<file path="config.mk">
export PLATFORM = sky130hd
export DESIGN_NAME = spi_miso_tx_4mb
export DESIGN_NICKNAME = d
export VERILOG_FILES = /design/src/rtl/spi_miso_tx_4mb.sv
export SDC_FILE = /design/constraint.sdc
export NUM_CORES = 1
export LEC_CHECK = 0
export ABC_AREA = 1
export ABC_CLOCK_PERIOD_IN_PS = 1450
export CAP_MARGIN = 15
export CORE_ASPECT_RATIO = 1.2
export CORE_MARGIN = 1.5
export CORE_UTILIZATION = 47
export CTS_CLUSTER_SIZE = 12
export DETAILED_ROUTE_END_ITERATION = 7
export PLACE_DENSITY = 0.87
export SYNTH_ARGS = -nofsm -noshare
export SYNTH_HDL_FRONTEND = slang
export SYNTH_SLANG_ARGS = --single-unit
</file>
<file path="constraint.sdc">
create_clock -name clk_100m -period 1.45 [get_ports clk_100m]
set_input_delay 0.29 -clock clk_100m [delete_from_list [all_inputs] [get_ports clk_100m]]
set_output_delay 0.29 -clock clk_100m [all_outputs]
set_load 0.01 [all_outputs]
</file>
<file path="src/rtl/spi_miso_tx_4mb.sv">
// Read-back side of the 4MB SPI register interface: fetches one register word
// and shifts it out MSB-first on MISO (mode 0), oversampling SCLK/CS_N in clk_100m.
module spi_miso_tx_4mb #(
  parameter int   DATA_W      = 32,
  parameter int   RD_LATENCY  = 1,
  parameter int   SYNC_STAGES = 2,
  parameter logic IDLE_MISO   = 1'b0
) (
  input  logic              clk_100m,
  input  logic              rst_n_syn,
  input  logic              spi_sclk,
  input  logic              spi_cs_n,
  input  logic              rd_start,
  input  logic [15:0]       rd_addr_in,
  output logic              reg_rd_en,
  output logic [15:0]       reg_rd_addr,
  input  logic [DATA_W-1:0] reg_rd_data,
  output logic              spi_miso,
  output logic              miso_oe,
  output logic              tx_busy,
  output logic              tx_done,
  output logic              tx_err
);

  localparam int CNT_W = $clog2(DATA_W + 1);
  localparam int LAT_W = 3;

  typedef enum logic [2:0] {
    S_IDLE, S_FETCH, S_WAIT, S_LOAD, S_SHIFT, S_DONE
  } state_t;

  state_t r_state, w_next;

  logic [SYNC_STAGES-1:0] r_sclk_sync;
  logic [SYNC_STAGES-1:0] r_cs_sync;
  logic                   r_sclk_prev;
  logic [DATA_W-1:0]      r_shreg;
  logic [CNT_W-1:0]       r_bitcnt;
  logic [LAT_W-1:0]       r_lat_cnt;
  logic [15:0]            r_addr;
  logic                   r_miso;
  logic                   r_oe;

  logic w_sclk, w_sclk_rise, w_sclk_fall, w_cs_act;
  logic w_abort, w_underrun, w_lat_last, w_last_bit;

  always_ff @(posedge clk_100m or negedge rst_n_syn) begin
    if (!rst_n_syn) begin
      r_sclk_sync <= '0;
      r_cs_sync   <= '1;
      r_sclk_prev <= 1'b0;
    end else begin
      r_sclk_sync <= {r_sclk_sync[SYNC_STAGES-2:0], spi_sclk};
      r_cs_sync   <= {r_cs_sync[SYNC_STAGES-2:0], spi_cs_n};
      r_sclk_prev <= r_sclk_sync[SYNC_STAGES-1];
    end
  end

  assign w_sclk      = r_sclk_sync[SYNC_STAGES-1];
  assign w_sclk_rise = w_sclk & ~r_sclk_prev;
  assign w_sclk_fall = ~w_sclk & r_sclk_prev;
  assign w_cs_act    = ~r_cs_sync[SYNC_STAGES-1];
  assign w_lat_last  = (r_lat_cnt == LAT_W'(RD_LATENCY - 1));
  assign w_last_bit  = (r_bitcnt == CNT_W'(DATA_W - 1));
  assign w_underrun  = w_sclk_rise && ((r_state == S_FETCH) || (r_state == S_WAIT));
  assign w_abort     = !w_cs_act && ((r_state == S_FETCH) || (r_state == S_WAIT) ||
                                     (r_state == S_LOAD)  || (r_state == S_SHIFT));

  always_ff @(posedge clk_100m or negedge rst_n_syn) begin
    if (!rst_n_syn) r_state <= S_IDLE;
    else            r_state <= w_next;
  end

  always_comb begin
    w_next = r_state;
    case (r_state)
      S_IDLE:  if (rd_start && w_cs_act) w_next = S_FETCH;
      S_FETCH: w_next = (w_abort || w_underrun) ? S_IDLE : S_WAIT;
      S_WAIT: begin
        if (w_abort || w_underrun) w_next = S_IDLE;
        else if (w_lat_last)       w_next = S_LOAD;
      end
      S_LOAD:  w_next = w_abort ? S_IDLE : S_SHIFT;
      S_SHIFT: begin
        if (w_abort)                        w_next = S_IDLE;
        else if (w_sclk_rise && w_last_bit) w_next = S_DONE;
      end
      S_DONE:  w_next = S_IDLE;
      default: w_next = S_IDLE;
    endcase
  end

  always_comb begin
    reg_rd_en = (r_state == S_FETCH);
    tx_busy   = (r_state != S_IDLE);
    tx_done   = (r_state == S_DONE);
    tx_err    = w_abort || w_underrun;
  end

  // The word is loaded on the edge leaving WAIT so bit31 is on MISO while in LOAD.
  always_ff @(posedge clk_100m or negedge rst_n_syn) begin
    if (!rst_n_syn) begin
      r_shreg   <= '0;
      r_bitcnt  <= '0;
      r_lat_cnt <= '0;
      r_addr    <= '0;
      r_miso    <= IDLE_MISO;
      r_oe      <= 1'b0;
    end else begin
      if ((r_state == S_IDLE) && rd_start && w_cs_act) r_addr <= rd_addr_in;
      case (r_state)
        S_FETCH: r_lat_cnt <= '0;
        S_WAIT: begin
          r_lat_cnt <= r_lat_cnt + LAT_W'(1);
          if (!w_abort && !w_underrun && w_lat_last) begin
            r_shreg  <= reg_rd_data;
            r_miso   <= reg_rd_data[DATA_W-1];
            r_oe     <= 1'b1;
            r_bitcnt <= '0;
          end
        end
        S_LOAD, S_SHIFT: begin
          if (w_sclk_rise) begin
            r_bitcnt <= r_bitcnt + CNT_W'(1);
          end else if (w_sclk_fall && (r_bitcnt != '0)) begin
            r_shreg <= {r_shreg[DATA_W-2:0], 1'b0};
            r_miso  <= r_shreg[DATA_W-2];
          end
        end
        S_DONE:  r_miso <= IDLE_MISO;
        default: ;
      endcase
      if (w_abort) begin
        r_shreg  <= '0;
        r_bitcnt <= '0;
        r_miso   <= IDLE_MISO;
      end
      if (!w_cs_act) r_oe <= 1'b0;
    end
  end

  assign reg_rd_addr = r_addr;
  assign spi_miso    = r_miso;
  assign miso_oe     = r_oe;

endmodule

</file>
==> run metrics <==
status=finished with violations; failing checks=negative setup slack; Crit. End Element=flip-flop; nets=645; starting density of the core=48.3%; critical path data arrival time=2060 ps; number of synthesized register bits=66; vias in the first global route=3,843; most frequent cells in the layout=nand2_1, dfrtp_1, clkdlybuf4s50_1, inv_1, nand4_1; largest net degree at the start of global routing=38; GP Congestion=0.875; Place WS=-228 ps; Worst Setup Path Type=reg -> reg; mapped cell area=3680 um2; Mean Syn Cell Area=7.84 um2; HPWL Detailed=6.33 mm; routed vias=3,828; area delta synth->final=53.1%; CTS max path bufs=2; Final Slew Violations=0; register area share after synthesis=45.0%; Synth warnings=0; Overall Global Routing Usage=26.5%; MaxCap Viol Count=0; commonest non-fill, non-tap cell in the layout=nand2_1; Die H=99.9 um; initial antenna violation count=0; Peak VDD IR=1150 uV; Rel. slew slack=76.9%; Root Buffer=clkbuf_8; TritonCTS Buffers=9; I/O pin count=75; Startpoint Class=flip-flop; Post-DRT Antenna Nets=0; Fin. Hold Viols=0; Slew @ Worst Pin=347 ps; RSZ-0062 raised after global routing=yes; Setup Viol. Count Final=52; drt first-iter violations=305; Clock Skew=15.1 ps; total gr overflow=0; DRC violations left=0; Yosys cell types=26; Core Box Area=7620 um2; CTS tree=built; worst hold path class=in -> reg; die area=8370 um2; Lkg Pwr=2.82 nW; crit share post-route=126%; FMAX=0.549 GHz; Hold Slack=348 ps; fill cell count=502; Cell Rows=35; I/O Buffers=74; Avg WL per Cell=17.8 um; Period minus WS final=1820 ps; PwrDens=1860 nW/um2; Die X=83.7 um; htree depth=3; Routed Wire Length=12.2 mm; worst path required time=1680 ps; first-pass GRT wire length=17.8 mm; crit-path max FO=8; Syn Nets=526; worst skew pair latency=360 ps; CTS clock-pin slew for the worst setup and hold paths=60 ps; worst setup margin=-371 ps; fraction of layout cells with a size suffix above 1=31.7%; clk sinks=66; via-per-instance ratio=5.59; Syn Inst Count=469; antenna diode count=0; DRT Pass-1 Iters=7
[cells in the mapped netlist]
master / n / share of area [%]
o21ai_1: 1 / 0.14
nand4_1: 38 / 6.5
inv_1: 46 / 4.7
nor3b_1: 1 / 0.20
buf_4: 2 / 0.41
nand3b_1: 31 / 6.3
mux2_1: 5 / 1.5
nor2_1: 47 / 4.8
buf_6: 3 / 0.92
nand2_2: 7 / 1.2
o22ai_1: 1 / 0.17
ha_1: 4 / 1.4
nand3_1: 14 / 1.9
xnor2_1: 3 / 0.71
dfrtp_1: 64 / 44
mux2_2: 11 / 3.4
inv_2: 3 / 0.31
clkbuf_1: 8 / 0.82
nand3_2: 3 / 0.82
o21a_1: 1 / 0.20
buf_2: 13 / 1.8
dfstp_2: 2 / 1.4
nand2_1: 155 / 16
o21ai_0: 3 / 0.41
xor2_1: 2 / 0.48
o31ai_1: 1 / 0.20
[logic make-up after synthesis]
family	count (synthesis)	share of synthesized area [%]
buf+inv	75	8.91
simple gates	296	37.5
mux	16	4.90
xor+xnor	5	1.19
fa+ha+maj	4	1.36
flops	66	45.0
compound gates	7	1.12
[layer usage]
layer | share of wire [%] | vias to the layer above | global-route usage [%] | wire [um]
met5 | 0 | - | 0 | 0
met4 | 4.9 | 0 | 13.4 | 600
met3 | 7.2 | 60 | 6.00 | 879
met2 | 52 | 213 | 47.3 | 6280
met1 | 36 | 1812 | 29.6 | 4400
li1 | - | 1743 | - | -
[per-stage QoR]
stage	power, mW	instance area [um2]	setup TNS (ps)	std cells	utilization, %
after CTS	9.21	5260	-8330	679	69.0
after floorplan	5.39	3710	-1340	469	-
after global placement	6.99	4780	-6000	650	62.7
final	10.5	5630	-14030	685	73.9
after global routing	11.1	5630	-16870	685	73.9
after detailed placement	7.18	4780	-10030	650	62.7
[state kept, by name, indices dropped and copies added, names as in the netlist]
signal,flops
miso_oe,1
r_bitcnt,6
r_cs_sync,2
r_lat_cnt,3
r_sclk_prev,1
r_sclk_sync,2
r_shreg,31
r_state,3
reg_rd_addr,16
spi_miso,1
[where the power goes]
group	internal (mW)	switching, mW
clock	0.758	0.732
sequential	2.57	0.554
combinational	2.76	3.12
total	6.08	4.40
[layout make-up]
| type | count | area (um2) | share of cell area (%) |
|---|---|---|---|
| clock buffers | 14 | 173 | 3.07 |
| repair buffers | 133 | 1360 | 24.2 |
| clock inverters | 2 | 10.0 | 0.178 |
| flip-flops and latches | 66 | 1660 | 29.4 |
| inverters | 49 | 194 | 3.44 |
| well taps | 92 | 115 | 2.04 |
| multi-input cells | 329 | 2120 | 37.6 |
[repair_timing]
item,4_1_cts,5_1_grt
endpoints found under the hold margin,9,0
setup endpoints to repair,77,60
setup buffers,9,6
pin swaps,10,18
resized for setup,84,88
hold buffers,1,0
cloned,3,2
[critical path, cell delays in order (launching register included)]
cell and delay, ps:
dfrtp_2 470, buf_6 150, nand3_4 90, nand2_2 80, nand2_2 70, buf_4 110, nand3_2 90, nand2_4 120
nand3_4 190, buf_12 220, nand2_4 60, nand2_1 50
[worst paths after layout]
check / start / to / slack [ps] / cells after the start
worst max-delay path: r_state[0]$_DFFE_PN0P_ / r_shreg[28]$_DFFE_PN0P_ / -370 / 11
worst min-delay path: spi_cs_n / r_cs_sync[0]$_DFF_PN1_ / 350 / 1
worst max register to register: r_state[0]$_DFFE_PN0P_ / r_shreg[28]$_DFFE_PN0P_ / -370 / 11
max in group asynchronous: rst_n_syn / reg_rd_addr[6]$_DFFE_PN0P_ / 510 / 3
worst min register to register: r_cs_sync[0]$_DFF_PN1_ / r_cs_sync[1]$_DFF_PN1_ / 360 / 0
min in group asynchronous: rst_n_syn / r_lat_cnt[2]$_DFFE_PN0P_ / 380 / 2
No activity file was read; power rests on OpenSTA's default activity.
